$ cat src/rtl/lce_req_admission_ctrl_pkg.sv
// Shared defaults and width helper for the LCE request admission controller.
package lce_req_admission_ctrl_pkg;

  localparam int default_credits_lp       = 8;
  localparam int default_timeout_max_lp   = 4;

  // Bits needed to hold every value in [0, max_val].
  function automatic int count_width(input int max_val);
    return (max_val < 1) ? 1 : $clog2(max_val + 1);
  endfunction

endpackage

$ cat src/rtl/bsg_counter_clear_up.sv
// Up counter with synchronous clear; clear and up together restart the count at one.
module bsg_counter_clear_up #(
  parameter int max_val_p    = 1,
  parameter int init_val_p   = 0,
  parameter int ptr_width_lp = $clog2(max_val_p + 1)
) (
  input  logic                    clk_i,
  input  logic                    reset_i,
  input  logic                    clear_i,
  input  logic                    up_i,
  output logic [ptr_width_lp-1:0] count_o
);

  typedef logic [ptr_width_lp-1:0] count_t;

  // NOTE: sequential state uses non-blocking assignments so every register
  // samples the pre-edge values, independent of process ordering.
  always_ff @(posedge clk_i) begin
    if (reset_i)      count_o <= count_t'(init_val_p);
    else if (clear_i) count_o <= count_t'(up_i);
    else if (up_i)    count_o <= count_o + count_t'(1);
  end

endmodule

$ cat src/rtl/lce_req_admission_ctrl.sv
// Cache-facing admission control: outstanding LCE credits plus a memory-port
// starvation timeout, folded with engine readiness into one busy signal.
module lce_req_admission_ctrl
  import lce_req_admission_ctrl_pkg::*;
#(
  parameter int credits_p           = default_credits_lp,
  parameter int timeout_max_limit_p = default_timeout_max_lp
) (
  input  logic                                  clk_i,
  input  logic                                  reset_i,
  input  logic                                  cache_req_v_i,
  output logic                                  cache_req_v_o,
  input  logic                                  req_ready_i,
  input  logic                                  cmd_ready_i,
  input  logic                                  lce_req_send_i,
  input  logic                                  cache_req_complete_i,
  input  logic                                  uc_store_complete_i,
  input  logic                                  data_mem_pkt_v_i,
  input  logic                                  data_mem_pkt_yumi_i,
  input  logic                                  tag_mem_pkt_v_i,
  input  logic                                  tag_mem_pkt_yumi_i,
  input  logic                                  stat_mem_pkt_v_i,
  input  logic                                  stat_mem_pkt_yumi_i,
  output logic                                  cache_req_busy_o,
  output logic                                  credits_full_o,
  output logic                                  credits_empty_o,
  output logic                                  timeout_o,
  output logic [count_width(credits_p)-1:0]     credit_count_o
);

  localparam int credit_width_lp  = count_width(credits_p);
  localparam int timeout_width_lp = count_width(timeout_max_limit_p);

  typedef logic [credit_width_lp-1:0] credit_t;
  typedef logic [credit_width_lp:0]   credit_ext_t;
  typedef logic [timeout_width_lp-1:0] timeout_t;

  localparam credit_ext_t credits_max_lp = credit_ext_t'(credits_p);

  // Timeout: counts consecutive cycles in which any LCE memory port is held off.
  logic     blocked;
  timeout_t timeout_count;

  assign blocked = (data_mem_pkt_v_i & ~data_mem_pkt_yumi_i)
                 | (tag_mem_pkt_v_i  & ~tag_mem_pkt_yumi_i)
                 | (stat_mem_pkt_v_i & ~stat_mem_pkt_yumi_i);

  bsg_counter_clear_up #(
    .max_val_p    (timeout_max_limit_p),
    .init_val_p   (0),
    .ptr_width_lp (timeout_width_lp)
  ) timeout_counter (
    .clk_i   (clk_i),
    .reset_i (reset_i),
    .clear_i (~blocked),
    .up_i    (blocked & ~timeout_o),
    .count_o (timeout_count)
  );

  assign timeout_o = (timeout_count == timeout_t'(timeout_max_limit_p));

  // Credits: one extra bit of headroom so send-before-return never wraps.
  credit_t     credit_count_r;
  credit_t     credit_next;
  credit_ext_t credit_inc;
  credit_ext_t credit_dec;
  credit_ext_t credit_diff;
  logic        credit_underflow;
  logic        credit_overflow;

  assign credit_inc       = {1'b0, credit_count_r} + credit_ext_t'(lce_req_send_i);
  assign credit_dec       = credit_ext_t'(cache_req_complete_i) + credit_ext_t'(uc_store_complete_i);
  assign credit_diff      = credit_inc - credit_dec;
  assign credit_underflow = (credit_dec > credit_inc);
  assign credit_overflow  = ~credit_underflow & (credit_diff > credits_max_lp);

  // NOTE: credit_next gets a value on every path, so no latch is inferred.
  always_comb begin
    credit_next = credit_t'(credit_diff);
    if (credit_underflow)     credit_next = '0;
    else if (credit_overflow) credit_next = credit_t'(credits_p);
  end

  always_ff @(posedge clk_i) begin
    if (reset_i) credit_count_r <= '0;
    else         credit_count_r <= credit_next;
  end

  assign credit_count_o  = credit_count_r;
  assign credits_full_o  = (credit_count_r == credit_t'(credits_p));
  assign credits_empty_o = (credit_count_r == '0);

  assign cache_req_busy_o = credits_full_o | timeout_o | ~cmd_ready_i | ~req_ready_i;
  assign cache_req_v_o    = cache_req_v_i & ~cache_req_busy_o;

  credit_bounds_a: assert property (@(posedge clk_i) disable iff (reset_i)
                                    !(credit_overflow || credit_underflow))
    else $error("lce_req_admission_ctrl: credit counter overflow/underflow");

endmodule

$ cat config.mk
export PLATFORM = sky130hd
export DESIGN_NAME = lce_req_admission_ctrl
export DESIGN_NICKNAME = d
export VERILOG_FILES = /design/src/rtl/lce_req_admission_ctrl_pkg.sv /design/src/rtl/bsg_counter_clear_up.sv /design/src/rtl/lce_req_admission_ctrl.sv
export SDC_FILE = /design/constraint.sdc
export NUM_CORES = 1
export LEC_CHECK = 0
export CAP_MARGIN = 15
export CORE_UTILIZATION = 40
export CTS_CLUSTER_SIZE = 8
export DETAILED_ROUTE_END_ITERATION = 12
export PLACE_DENSITY_LB_ADDON = 0.12
export SYNTH_ARGS = -nofsm -noshare
export SYNTH_HDL_FRONTEND = slang
export SYNTH_SLANG_ARGS = --single-unit
$ cat constraint.sdc
create_clock -name clk_i -period 2.48 [get_ports clk_i]
set_clock_uncertainty 0.05 [all_clocks]
set_input_delay 0.372 -clock clk_i [delete_from_list [all_inputs] [get_ports clk_i]]
set_output_delay 0.372 -clock clk_i [all_outputs]
set_load 0.005 [all_outputs]
# --- Word-level counts from Yosys, hierarchy flattened ---
# Index checks and enable logic that the tools add are counted.
classes:
  mux: 3
  n_addsub: 4
  bitwise_logic: 20
  n_reduce_logical: 4
  order_cmp: 2
  eq_ne: 3
op_table:
  columns: ["op", "count"]
  rows:
  - ["inverter 1 bit", 9]
  - ["bitwise AND 1 bit", 6]
  - ["adder 4 x 1 -> 5 bit", 1]
  - ["> comparator 2 x 5 -> 1 bit", 1]
  - ["> comparator 5 x 4 -> 1 bit, second input constant", 1]
  - ["OR 1 bit", 5]
  - ["subtractor 5 x 2 -> 5 bit", 1]
  - ["== test 4 bit, second input constant", 1]
  - ["logical NOT 4 bit", 1]
  - ["two-way mux 4 bit", 1]
  - ["OR reduction 2 bit", 2]
  - ["adder 3 x 1 -> 3 bit, second input constant", 1]
  - ["== test 3 bit, second input constant", 1]
  - ["OR reduction 3 bit", 1]
  - ["adder 1 x 1 -> 2 bit", 1]
  - ["two-way mux 1 bit", 2]
  - ["inequality test 2 x 1 -> 1 bit, second input constant", 1]
word_totals:
  out_inout_bits: 9
  reg_bits: 7

# --- Logic depth before layout (Yosys ltp) ---
# Gate-level depths: netlist (run 1).
depth:
  depth_word: 7
  depth_mapped: 8
  ltp_nobuf: 8

# --- By module ---
# Synthesis (run 1) repeated with hierarchy kept, for this count alone.
hier_totals:
  cells_unflattened: 59
  hier_area_um2: 529.3
by_module_without_submodules:
  columns: ["mod", "n_inst", "cells_each", "area_per_inst_um2"]
  rows:
  - ["lce_req_admission_ctrl", 1, 47, 397.9]
  - ["bsg_counter_clear_up", 1, 12, 131.4]

# --- Least setup slack after synthesis (run 1) ---
# No wires, ideal clock.
synth_timing:
  path_kind: "input to register"
  from: "input port lce_req_send_i"
  to: "register credit_count_r[2], in the netlist credit_count_o[2]"
  cell_stages: 8
  t_required_ps: 2352
  setup_slack_ps: 188
  setup_time_ps: 78
  arrival_time_ps: 2164
  cell_sequence: "ha_1 ha_1 inv_1 fa_1 o211ai_1 a31oi_1 or3_1 nor3_1"
synth_via:
  elab_chain_len: 5
  elab_cells_between_ends: 7
synth_rtl:
  columns: ["element", "line", "source"]
  rows:
  - ["start: declaration", "lce_req_admission_ctrl.sv:15", "input logic lce_req_send_i,"]
  - ["adder 4 x 1 -> 5 bit *", "lce_req_admission_ctrl.sv:71", "assign credit_inc = {1'b0, credit_count_r} + credit_ext_t'(lce_req_send_i);"]
  - ["subtractor 5 x 2 -> 5 bit / > comparator 2 x 5 -> 1 bit (equally long branches)", "lce_req_admission_ctrl.sv:73, lce_req_admission_ctrl.sv:74", null]
  - ["> comparator 5 x 4 -> 1 bit / inverter 1 bit (equally long branches)", "lce_req_admission_ctrl.sv:75", "assign credit_overflow = ~credit_underflow & (credit_diff > credits_max_lp);"]
  - ["bitwise AND 1 bit", "lce_req_admission_ctrl.sv:75", null]
  - ["OR reduction 3 bit (no line)", null, null]
  - ["end signal: assignment", "lce_req_admission_ctrl.sv:86", "else credit_count_r <= credit_next;"]
  - ["end: declaration", "lce_req_admission_ctrl.sv:63", "credit_t credit_count_r;"]
# Every way passes the cells marked *; elsewhere a longest branch is shown, timed or not.
# A chain may end at the register's enable or synchronous reset.

# --- Worst setup path in the final report (run 1) ---
# Same ends and word-level chain as after synthesis.

==> results of run 1 <==
[cell type report]
type	instances	area, µm²
timing repair buffer	30	280.3
fill	96	299.0
tap	14	17.52
sequential	7	140.1
inverter	11	41.29
clock buffer	4	26.28
multi-input combinational	42	366.6
[flip-flops by register name (all words and copies together), names as in the netlist]
register,count
credit_count_o,4
timeout_counter.count_o,3
[tightest hold or removal path, stage by stage, from the launching register on]
cell	delay, ns
sky130_fd_sc_hd__dfxtp_1	0.33
sky130_fd_sc_hd__nand2_1	0.06
sky130_fd_sc_hd__a21boi_0	0.07
[logic make-up (layout without fill, tap and decap cells)]
kind of cell | Yosys count | in the layout | synth area share (%)
buf+inv | 12 | 45 | 9.790
flops | 7 | 7 | 26.11
fa+ha+maj | 8 | 8 | 20.05
xor+xnor | 5 | 5 | 9.559
compound gates | 7 | 7 | 10.49
simple gates | 22 | 22 | 24.01
[per-layer routing]
layer | vias to the layer above | part of all wire (%) | routed length (µm) | track usage (%)
met4 | 0 | 0.76 | 10 | 9.483
met3 | 2 | 6.6 | 87 | 7.514
met5 | - | 0 | 0 | 0
met1 | 257 | 43 | 575 | 26.16
met2 | 25 | 49 | 648 | 32.50
li1 | 277 | - | - | -
[cells in the final DEF (no fill, tap or decap), types with 2 or more instances in the layout]
cell type | netlist | layout
sky130_fd_sc_hd__clkdlybuf4s50_1 | 0 | 22
sky130_fd_sc_hd__nor3_2 | 1 | 4
sky130_fd_sc_hd__and2_1 | 2 | 2
sky130_fd_sc_hd__buf_4 | 0 | 8
sky130_fd_sc_hd__nor4b_1 | 2 | 2
sky130_fd_sc_hd__nand2_1 | 4 | 4
sky130_fd_sc_hd__ha_1 | 7 | 7
sky130_fd_sc_hd__inv_1 | 11 | 11
sky130_fd_sc_hd__nor2_1 | 3 | 3
sky130_fd_sc_hd__xnor2_1 | 3 | 3
sky130_fd_sc_hd__dfxtp_1 | 7 | 7
sky130_fd_sc_hd__clkbuf_4 | 0 | 3
[worst paths after layout]
path	from	slack, ns	to
min reg2reg	timeout_counter.count_o[1]	0.46	timeout_counter.count_o[1]
max reg2reg	credit_count_o[0]	0.21	credit_count_o[2]
min	timeout_counter.count_o[1]	0.46	timeout_counter.count_o[1]
max	lce_req_send_i	0.007	credit_count_o[2]
[timing repair]
action,in CTS,in global routing
endpoints found under the setup margin,3,3
gates resized for setup,1,4
buffers inserted,0,1
pin swaps,1,2
hold buffers,0,0
[power by group through the flow]
stage          clock, mW  sequential, mW  combinational, mW
6_report           0.106           0.186              0.584
3_3_place_gp           0           0.187              0.511
3_5_place_dp           0           0.188              0.520
2_1_floorplan          0           0.179              0.265
4_1_cts            0.110           0.186              0.527
5_1_grt            0.120           0.189              0.629
==> implementation parameters, run 1 <==
Parameter                              Value

Status
  Status    finished, final reports clean

Cells and area
  Proportion of layout cells with a drive suffix above 1    19.15%
  Non-filler cells in the finished layout    108
  Final nets    around 120
  Post-layout instance area    872.1 µm²
  Ant diodes    0
  Area growth from synthesis to layout    62.47%
  Post-Route Utilization    74.47%

Hold path
  Number of cells traversed by the worst hold path    2
  Hold Crit Class    flip-flop to flip-flop

Setup path
  Endpoint kind of the worst setup timing path    flip-flop
  Slowest cell delay on critical path    0.42 ns
  Number of cells on the worst reg-to-reg path    8
  Critical-path cell with the highest stage delay    sky130_fd_sc_hd__fa_2
  CP Buf/Inv Count    2
  Crit-path cells    clkdlybuf4s50_1 -> ha_1 -> inv_1 -> ha_1 -> fa_2 -> o211ai_1 -> a31oi_1 -> or3_4 -> nor3_2
  CP Data Required Time    around 2.6 ns
  Peak fanout along the critical path    3
  Critical path data arrival time    2.60 ns
  Dominant cell type by count on the critical path    sky130_fd_sc_hd__ha_1
  Worst path depth    9
  Type of the worst setup path    input pin to flip-flop
  Crit path max-delay family    adder cells
  Type of element launching the critical path    input pin

Timing
  Transition time at the pin with the least slew margin    0.4166 ns
  Number of setup violations in the final report    0
  Hold_ws    0.4579 ns
  Final total negative setup slack    0 ns
  Shortest period the worst path allows    2.473 ns
  Number of endpoints with negative hold slack in the final report    0
  Fin. max-slew vios    0
  Worst Slack Setup Final    roughly 0.007 ns
  Slew HR    71.84%
  Highest Clock Rate    404.4 MHz
  Post-route fraction of the period consumed by the critical path    between 90% and 100%

GRT
  Vias in the first global route    524
  GR Util All Layers    about a fifth
  Number of antenna violations at the first check in global routing    0
  Wire length of the first global-routing pass    2104 µm
  Maximum number of pins on one net before global-route repair    10
  Total gr overflow    0

Floorplan
  Site row count    12
  Initial core utilization    45.83%
  Horizontal die dimension    between 30 and 40 µm
  Number of I/O pins    23
  Floorplan die area    around 1500 µm²
  Vertical die dimension    38.63 µm
  Core outline area    1171 µm²

Synthesis
  Top cells by area, synth    sky130_fd_sc_hd__dfxtp_1 26%, sky130_fd_sc_hd__ha_1 16%, sky130_fd_sc_hd__inv_1 7.7%
  Most frequent cells after synthesis    11 x sky130_fd_sc_hd__inv_1, 7 x sky130_fd_sc_hd__dfxtp_1, 7 x sky130_fd_sc_hd__ha_1
  Cell area after synthesis    536.8 µm²
  Synth top area share    26.11%
  Cell count after synthesis    61
  Post-synthesis cell type count    28
  Synthesized flop and latch total    7
  Leading cell type by number of instances after synthesis    sky130_fd_sc_hd__inv_1
  Most used flip-flop cell after synthesis    sky130_fd_sc_hd__dfxtp_1
  Count of synthesis-stage warnings from yosys    0
  Share of synthesized registers carrying an async set or reset    0%
  Post-Synthesis Net Count    83
  Cell taking the most area after synthesis    sky130_fd_sc_hd__dfxtp_1
  Number of enable-type register cells in the synthesized netlist    0
  Sequential area share after synthesis    a little over a quarter
  Mean area per synthesized cell    about 8.8 µm²

Drt
  Antenna viol nets, final    0
  DR WL/cell    ~12 µm
  Average vias per placed instance    approximately 5.2
  Total iterations of the first detailed-routing run    4
  Vias after detailed routing    561
  Violation count after the first detailed-route iteration    7
  Detailed-route DRC error count    0
  Routed Wire Length    1322 µm

Power
  Switching share of power    37.41%
  Share of power burned in combinational logic    66.6%
  Peak ir drop on the vdd network    524.3 µV
  Power spent charging and discharging nets    0.3281 mW
  Proportion of power drawn by flip-flops and latches    approximately a fifth
  Clock share of power    12.1%
  Leakage power    a little under 0.4 nW
  Total internal power    0.5489 mW
  Total chip power    0.8770 mW
  Power Density    1006 nW/µm²

Clock tree
  Clock insertion delay at the later pin of the skew report    ~0.26 ns
  Clock tree root buffer cell    sky130_fd_sc_hd__clkbuf_4
  Depth of the CTS H-tree    1
  Clock tree from TritonCTS    built
  Clock Tree Buf Depth    2
  Total CTS buffers    3
  Clk sink count    7
  Clk pin slew, worst setup/hold paths    0.05 ns

Placed design
  IO Port Bufs    22
  Post-detailed-placement half-perimeter wirelength    1015 µm
  Number of cells after detailed placement    between 100 and 150
  Placement Setup Slack    -0.3302 ns
  Final estimated routing congestion in global placement    about 0.86
  Area after detailed placement    815.8 µm²

Run
  Max-cap viol count    0
No activity file was read; power rests on OpenSTA's default activity.
==> run 2: changes to the inputs <==
--- a/config.mk
+++ b/config.mk
@@ -6,10 +6,13 @@
 export NUM_CORES = 1
 export LEC_CHECK = 0
 export CAP_MARGIN = 15
-export CORE_UTILIZATION = 40
+export CELL_PAD_IN_SITES_DETAIL_PLACEMENT = 0
+export CELL_PAD_IN_SITES_GLOBAL_PLACEMENT = 1
+export CORE_UTILIZATION = 29
 export CTS_CLUSTER_SIZE = 8
 export DETAILED_ROUTE_END_ITERATION = 12
 export PLACE_DENSITY_LB_ADDON = 0.12
+export SKIP_CTS_REPAIR_TIMING = 1
 export SYNTH_ARGS = -nofsm -noshare
 export SYNTH_HDL_FRONTEND = slang
 export SYNTH_SLANG_ARGS = --single-unit
==> run 2 against run 1 <==
The flow now finishes with violations (negative setup slack). Flip-flop and latch count unchanged. Total power is 1.9% lower. Global-route usage decreased by 7.2 points. Wire length decreased by 5.9%. Largest power group unchanged.
==> implementation parameters, run 2 (synthesized netlist as in run 1, its figures left out) <==
Parameter                              Value

Status
  Status    finished, violations left (was finished, final reports clean)
  Failing checks    negative setup slack

Setup path
  Worst setup slack for register-to-register paths    0.18 ns (was 0.21 ns)
  Type of the worst setup path    input pin to flip-flop (unchanged)
  CP Data Required Time    2.62 ns (was 2.61 ns)
  Reg-to-reg critical path endpoint    credit_count_o[2] (unchanged)
  Critical path data arrival time    2.62 ns (was 2.60 ns)
  Endpoint kind of the worst setup timing path    flip-flop (unchanged)
  Peak fanout along the critical path    4 (was 3)
  Type of element launching the critical path    input pin (unchanged)
  Worst reg2reg path startpoint    credit_count_o[0] (unchanged)
  Number of cells on the worst reg-to-reg path    8 (unchanged)

Drt
  Average vias per placed instance    4.615 (was 5.194)
  Routed Wire Length    1244 µm (was 1322 µm)
  Antenna viol nets, final    0 (unchanged)
  Violation count after the first detailed-route iteration    6 (was 7)
  Detailed-route DRC error count    0 (unchanged)
  DR WL/cell    10.63 µm (was 12.24 µm)
  Total iterations of the first detailed-routing run    4 (unchanged)
  Vias after detailed routing    540 (was 561)

Timing
  Highest Clock Rate    403.2 MHz (was 404.4 MHz)
  Transition time at the pin with the least slew margin    0.3830 ns (was 0.4166 ns)
  Worst Slack Setup Final    -0.00006151 ns (was 0.007071 ns)
  Number of endpoints with negative hold slack in the final report    0 (unchanged)
  Number of setup violations in the final report    1 (was 0)
  Slew HR    74.11% (was 71.84%)
  Fin. max-slew vios    0 (unchanged)
  Final total negative setup slack    -0.00006151 ns (was 0 ns)
  Shortest period the worst path allows    2.480 ns (was 2.473 ns)
  Post-route fraction of the period consumed by the critical path    100.0% (was 99.71%)

GRT
  Number of antenna violations at the first check in global routing    0 (unchanged)
  GR Util All Layers    13.89% (was 21.14%)
  Maximum number of pins on one net before global-route repair    10 (unchanged)
  Wire length of the first global-routing pass    1980 µm (was 2104 µm)
  Vias in the first global route    473 (was 524)
  Total gr overflow    0 (unchanged)

Hold path
  End point of the most critical hold path    timeout_counter.count_o[1] (unchanged)
  Hold Crit Class    flip-flop to flip-flop (unchanged)
  Hold path startpoint    timeout_counter.count_o[1] (unchanged)
  Number of cells traversed by the worst hold path    2 (unchanged)

Cells and area
  Proportion of layout cells with a drive suffix above 1    19.57% (was 19.15%)
  Area growth from synthesis to layout    67.37% (was 62.47%)
  Ant diodes    0 (unchanged)
  Largest register FFs    4 (unchanged)
  Final nets    115 (was 117)
  Top library cells by usage in the layout, fill and taps aside    21 x sky130_fd_sc_hd__clkdlybuf4s50_1, 11 x sky130_fd_sc_hd__inv_1, 7 x sky130_fd_sc_hd__dfxtp_1, 6 x sky130_fd_sc_hd__buf_4, 5 x sky130_fd_sc_hd__ha_1 (was 22 x sky130_fd_sc_hd__clkdlybuf4s50_1, 11 x sky130_fd_sc_hd__inv_1, 8 x sky130_fd_sc_hd__buf_4, 7 x sky130_fd_sc_hd__ha_1, 7 x sky130_fd_sc_hd__dfxtp_1)
  Commonest non-fill, non-tap cell in the layout    sky130_fd_sc_hd__clkdlybuf4s50_1 (unchanged)

Placed design
  Final estimated routing congestion in global placement    0.7324 (was 0.8586)
  IO Port Bufs    22 (unchanged)
  Placement Setup Slack    -0.3050 ns (was -0.3302 ns)
  Post-detailed-placement half-perimeter wirelength    985.5 µm (was 1015 µm)

Floorplan
  Floorplan die area    2027 µm² (was 1492 µm²)
  Horizontal die dimension    45.02 µm (was 38.63 µm)
  Vertical die dimension    45.02 µm (was 38.63 µm)
  Core outline area    1727 µm² (was 1171 µm²)
  Initial core utilization    31.09% (was 45.83%)
  Site row count    15 (was 12)
  Number of I/O pins    23 (unchanged)

Power
  Power Density    957.6 nW/µm² (was 1006 nW/µm²)
  Switching share of power    37.21% (was 37.41%)
  Share of power burned in combinational logic    65.4% (was 66.6%)
  Power spent charging and discharging nets    0.3201 mW (was 0.3281 mW)
  Peak ir drop on the vdd network    574.7 µV (was 524.3 µV)
  Total internal power    0.5402 mW (was 0.5489 mW)
  Leakage power    0.3943 nW (was 0.3963 nW)
  Clock share of power    12.2% (was 12.1%)
  Proportion of power drawn by flip-flops and latches    22.4% (was 21.2%)

Run
  Max-cap viol count    0 (unchanged)

Clock tree
  Total CTS buffers    3 (unchanged)
  Clock tree root buffer cell    sky130_fd_sc_hd__clkbuf_4 (unchanged)
  Clk pin slew, worst setup/hold paths    0.05 ns (about the same)
  Clock Tree Buf Depth    2 (unchanged)
  Clock tree from TritonCTS    built (unchanged)
  Clock insertion delay at the later pin of the skew report    0.26 ns (about the same)
  Clk sink count    7 (unchanged)
  Depth of the CTS H-tree    1 (unchanged)
[run 2: cell count changes in the layout (fill, tap and decap cells not counted)]
cell,change
sky130_fd_sc_hd__clkdlybuf4s50_1,-1
sky130_fd_sc_hd__ha_4,+2
sky130_fd_sc_hd__dlymetal6s2s_1,+1
sky130_fd_sc_hd__ha_1,-2
sky130_fd_sc_hd__buf_4,-2
[run 2: worst max-delay path, stage by stage]
cell                              delay [ns]
sky130_fd_sc_hd__clkdlybuf4s50_1        0.40
sky130_fd_sc_hd__ha_1                   0.33
sky130_fd_sc_hd__ha_4                   0.18
sky130_fd_sc_hd__fa_2                   0.42
sky130_fd_sc_hd__o211ai_1               0.23
sky130_fd_sc_hd__a31oi_1                0.09
sky130_fd_sc_hd__or3_4                  0.42
sky130_fd_sc_hd__nor3_2                 0.16
[run 2: power by group through the flow]
stage	Clock (mW)	Sequential [mW]	Combinational [mW]
after floorplan	0	0.179	0.265
after global placement	0	0.194	0.494
after detailed placement	0	0.193	0.496
after CTS	0.112	0.190	0.499
after global routing	0.116	0.201	0.610
final	0.105	0.193	0.563
[run 2: per-layer routing]
layer | wire length (µm) | track usage, % | up-vias
met1 | 534 | 17.44 | 243
met5 | 0 | 0 | -
met2 | 594 | 21.16 | 24
met3 | 106 | 6.800 | 2
li1 | - | - | 271
met4 | 8 | 3.636 | 0
[run 2: worst max path at each step]
stage / from / slack [ns] / end
after floorplan: lce_req_send_i / 0.19 / credit_count_o[2]
after global placement: lce_req_send_i / -0.25 / credit_count_o[0]
after detailed placement: lce_req_send_i / -0.31 / credit_count_o[2]
after CTS: lce_req_send_i / -0.07 / credit_count_o[2]
after global routing: uc_store_complete_i / -0.04 / credit_count_o[2]
final: uc_store_complete_i / -0.00006 / credit_count_o[2]
[run 2: layout make-up]
| cell class | instances | area, µm² |
|---|---|---|
| clock buffers | 4 | 26.28 |
| fillers | 178 | 828.3 |
| inverters | 11 | 41.29 |
| multi-input cells | 42 | 391.6 |
| flip-flops and latches | 7 | 140.1 |
| well taps | 25 | 31.28 |
| repair buffers | 28 | 267.8 |
[run 2: stage by stage]
step / instances / power [mW] / area (µm²) / hold WS, ns / util [%]
floorplan: 61 / 0.4443 / 536.8 / 0.4077 / -
global placement: 112 / 0.6878 / 814.5 / 0.4297 / 47.17
detailed placement: 112 / 0.6885 / 814.5 / 0.4281 / 47.17
CTS: 116 / 0.8011 / 840.8 / 0.4357 / 48.70
global route: 117 / 0.9274 / 898.4 / 0.4607 / 52.03
finish: 117 / 0.8603 / 898.4 / 0.4323 / 52.03
==> run 3: changes to the inputs <==
==> constraint.sdc (replaced) <==
create_clock -name clk_i -period 2.48 [get_ports clk_i]
set_clock_uncertainty 0.05 [all_clocks]
set_input_delay 0.248 -clock clk_i [delete_from_list [all_inputs] [get_ports clk_i]]
set_output_delay 0.248 -clock clk_i [all_outputs]
set_load 0.005 [all_outputs]
==> run 3 against run 2 <==
The flow now finishes without violations. Cell count down 0.85%. Die area unchanged. Non-clock buffer count down 1. Clock-buffer cell count unchanged. Highest routed layer unchanged.
==> implementation parameters, run 3 (synthesized netlist as in run 1, its figures left out) <==
Parameter                              Value

Drt
  Vias after detailed routing    536 (was 540)
  Total iterations of the first detailed-routing run    4 (unchanged)
  Routed Wire Length    1165 µm (was 1244 µm)
  Detailed-route DRC error count    0 (unchanged)
  Violation count after the first detailed-route iteration    10 (was 6)
  Antenna viol nets, final    0 (unchanged)
  Average vias per placed instance    4.621 (was 4.615)
  DR WL/cell    10.04 µm (was 10.63 µm)

Cells and area
  Ant diodes    0 (unchanged)
  Commonest non-fill, non-tap cell in the layout    sky130_fd_sc_hd__clkdlybuf4s50_1 (unchanged)
  Proportion of layout cells with a drive suffix above 1    12.09% (was 19.57%)
  Non-filler cells in the finished layout    116 (was 117)
  Largest register FFs    4 (unchanged)
  Final nets    114 (was 115)
  Area growth from synthesis to layout    57.11% (was 67.37%)
  Top library cells by usage in the layout, fill and taps aside    22 x sky130_fd_sc_hd__clkdlybuf4s50_1, 11 x sky130_fd_sc_hd__inv_1, 7 x sky130_fd_sc_hd__ha_1, 7 x sky130_fd_sc_hd__dfxtp_1, 5 x sky130_fd_sc_hd__buf_4 (was 21 x sky130_fd_sc_hd__clkdlybuf4s50_1, 11 x sky130_fd_sc_hd__inv_1, 7 x sky130_fd_sc_hd__dfxtp_1, 6 x sky130_fd_sc_hd__buf_4, 5 x sky130_fd_sc_hd__ha_1)

Floorplan
  Site row count    15 (unchanged)
  Core outline area    1727 µm² (unchanged)
  Floorplan die area    2027 µm² (unchanged)
  Initial core utilization    31.09% (unchanged)
  Vertical die dimension    45.02 µm (unchanged)
  Number of I/O pins    23 (unchanged)
  Horizontal die dimension    45.02 µm (unchanged)

GRT
  Maximum number of pins on one net before global-route repair    10 (unchanged)
  Wire length of the first global-routing pass    1980 µm (unchanged)
  Vias in the first global route    473 (unchanged)
  Total gr overflow    0 (unchanged)
  Number of antenna violations at the first check in global routing    0 (unchanged)
  GR Util All Layers    13.89% (unchanged)

Hold path
  Hold Crit Class    flip-flop to flip-flop (unchanged)

Clock tree
  Clock tree from TritonCTS    built (unchanged)
  Clk pin slew, worst setup/hold paths    0.05 ns (about the same)
  Clock tree root buffer cell    sky130_fd_sc_hd__clkbuf_4 (unchanged)
  Clk sink count    7 (unchanged)
  Clock Tree Buf Depth    2 (unchanged)
  Clock insertion delay at the later pin of the skew report    0.26 ns (about the same)
  Depth of the CTS H-tree    1 (unchanged)
  Total CTS buffers    3 (unchanged)

Placed design
  Final estimated routing congestion in global placement    0.7324 (unchanged)
  Placement Setup Slack    -0.1810 ns (was -0.3050 ns)
  IO Port Bufs    22 (unchanged)
  Number of cells after detailed placement    112 (unchanged)
  Post-detailed-placement half-perimeter wirelength    985.5 µm (unchanged)

Power
  Leakage power    0.3775 nW (was 0.3943 nW)
  Peak ir drop on the vdd network    483.2 µV (was 574.7 µV)
  Power Density    939.9 nW/µm² (was 957.6 nW/µm²)

Setup path
  CP Data Required Time    2.61 ns (was 2.62 ns)
  Crit-path cells    clkdlybuf4s50_1 -> ha_1 -> ha_1 -> inv_1 -> fa_2 -> o211ai_1 -> a31oi_1 -> or3_1 -> nor3_1 (was clkdlybuf4s50_1 -> ha_1 -> ha_4 -> fa_2 -> o211ai_1 -> a31oi_1 -> or3_4 -> nor3_2)
  Crit path max-delay family    adder cells (unchanged)
  Dominant cell type by count on the critical path    sky130_fd_sc_hd__ha_1
  Critical path data arrival time    2.47 ns (was 2.62 ns)
  CP Buf/Inv Count    2 (was 1)
  Endpoint kind of the worst setup timing path    flip-flop (unchanged)
  Type of the worst setup path    input pin to flip-flop (unchanged)
  Slowest cell delay on critical path    0.42 ns (about the same)
  Peak fanout along the critical path    4 (unchanged)
  Type of element launching the critical path    input pin (unchanged)
  Critical-path cell with the highest stage delay    sky130_fd_sc_hd__fa_2 (unchanged)

Timing
  Slew HR    76.90% (was 74.11%)
  Number of setup violations in the final report    0 (was 1)
  Fin. max-slew vios    0 (unchanged)
  RSZ-0062 raised after global routing    no
  Shortest period the worst path allows    2.331 ns (was 2.480 ns)
  Worst Slack Setup Final    0.1486 ns (was -0.00006151 ns)
  Post-route fraction of the period consumed by the critical path    94.01% (was 100.0%)
  Hold_ws    0.4323 ns (about the same)
  Highest Clock Rate    428.9 MHz (was 403.2 MHz)
  Transition time at the pin with the least slew margin    0.3416 ns (was 0.3830 ns)
  Number of endpoints with negative hold slack in the final report    0 (unchanged)

Run
  Max-cap viol count    0 (unchanged)

Status
  Status    finished, final reports clean (was finished, violations left)
==> run 3: cell types whose count changed in the layout (fill, tap and decap cells not counted), sizes merged <==
cell           previous run  this run
buf                       6         5
clkdlybuf4s50            21        22
dlymetal6s2s              1         0
==> run 3: final cells by class <==
cell class                 instances  area [µm²]
clock buffer                       4       26.28
fill                             187       883.3
inverter                          11       41.29
multi-input combinational         42       346.6
sequential                         7       140.1
tap                               25       31.28
timing repair buffer              27       257.7
==> run 3: final timing paths <==
path,startpoint,to,slack [ns],cells after the start
max reg2reg,credit_count_o[0],credit_count_o[2],0.20,8
min,timeout_counter.count_o[1],timeout_counter.count_o[1],0.43,2
min reg2reg,timeout_counter.count_o[1],timeout_counter.count_o[1],0.43,2
max,lce_req_send_i,credit_count_o[2],0.15,9
==> run 3: power by group <==
part	switching, mW	total, mW	internal, mW
Sequential	0.0461	0.190	0.144
Clock	0.0444	0.106	0.0615
Combinational	0.197	0.497	0.299
==> run 3: metal layers <==
metal / wire length (µm) / share of wire [%] / GRT usage (%) / up-vias
met2: 502 / 43 / 21.16 / 26
met3: 115 / 9.9 / 6.800 / 2
met1: 535 / 46 / 17.44 / 240
met4: 12 / 1.0 / 3.636 / 0
met5: 0 / 0 / 0 / -
li1: - / - / - / 268
==> run 3: tightest hold or removal path, stage by stage (launching register included) <==
cell and delay, ns:
sky130_fd_sc_hd__dfxtp_1 0.32, sky130_fd_sc_hd__nand2_1 0.05, sky130_fd_sc_hd__a21boi_0 0.06
==> run 3: metrics by stage <==
step | TNS [ns] | power (mW) | utilization, % | cell area (µm²)
3_5_place_dp | -0.5664 | 0.6885 | 47.17 | 814.5
2_1_floorplan | 0 | 0.4443 | - | 536.8
6_report | 0 | 0.7926 | 48.84 | 843.3
4_1_cts | 0 | 0.8011 | 48.70 | 840.8
5_1_grt | 0 | 0.8588 | 48.84 | 843.3
3_3_place_gp | -0.3394 | 0.6878 | 47.17 | 814.5
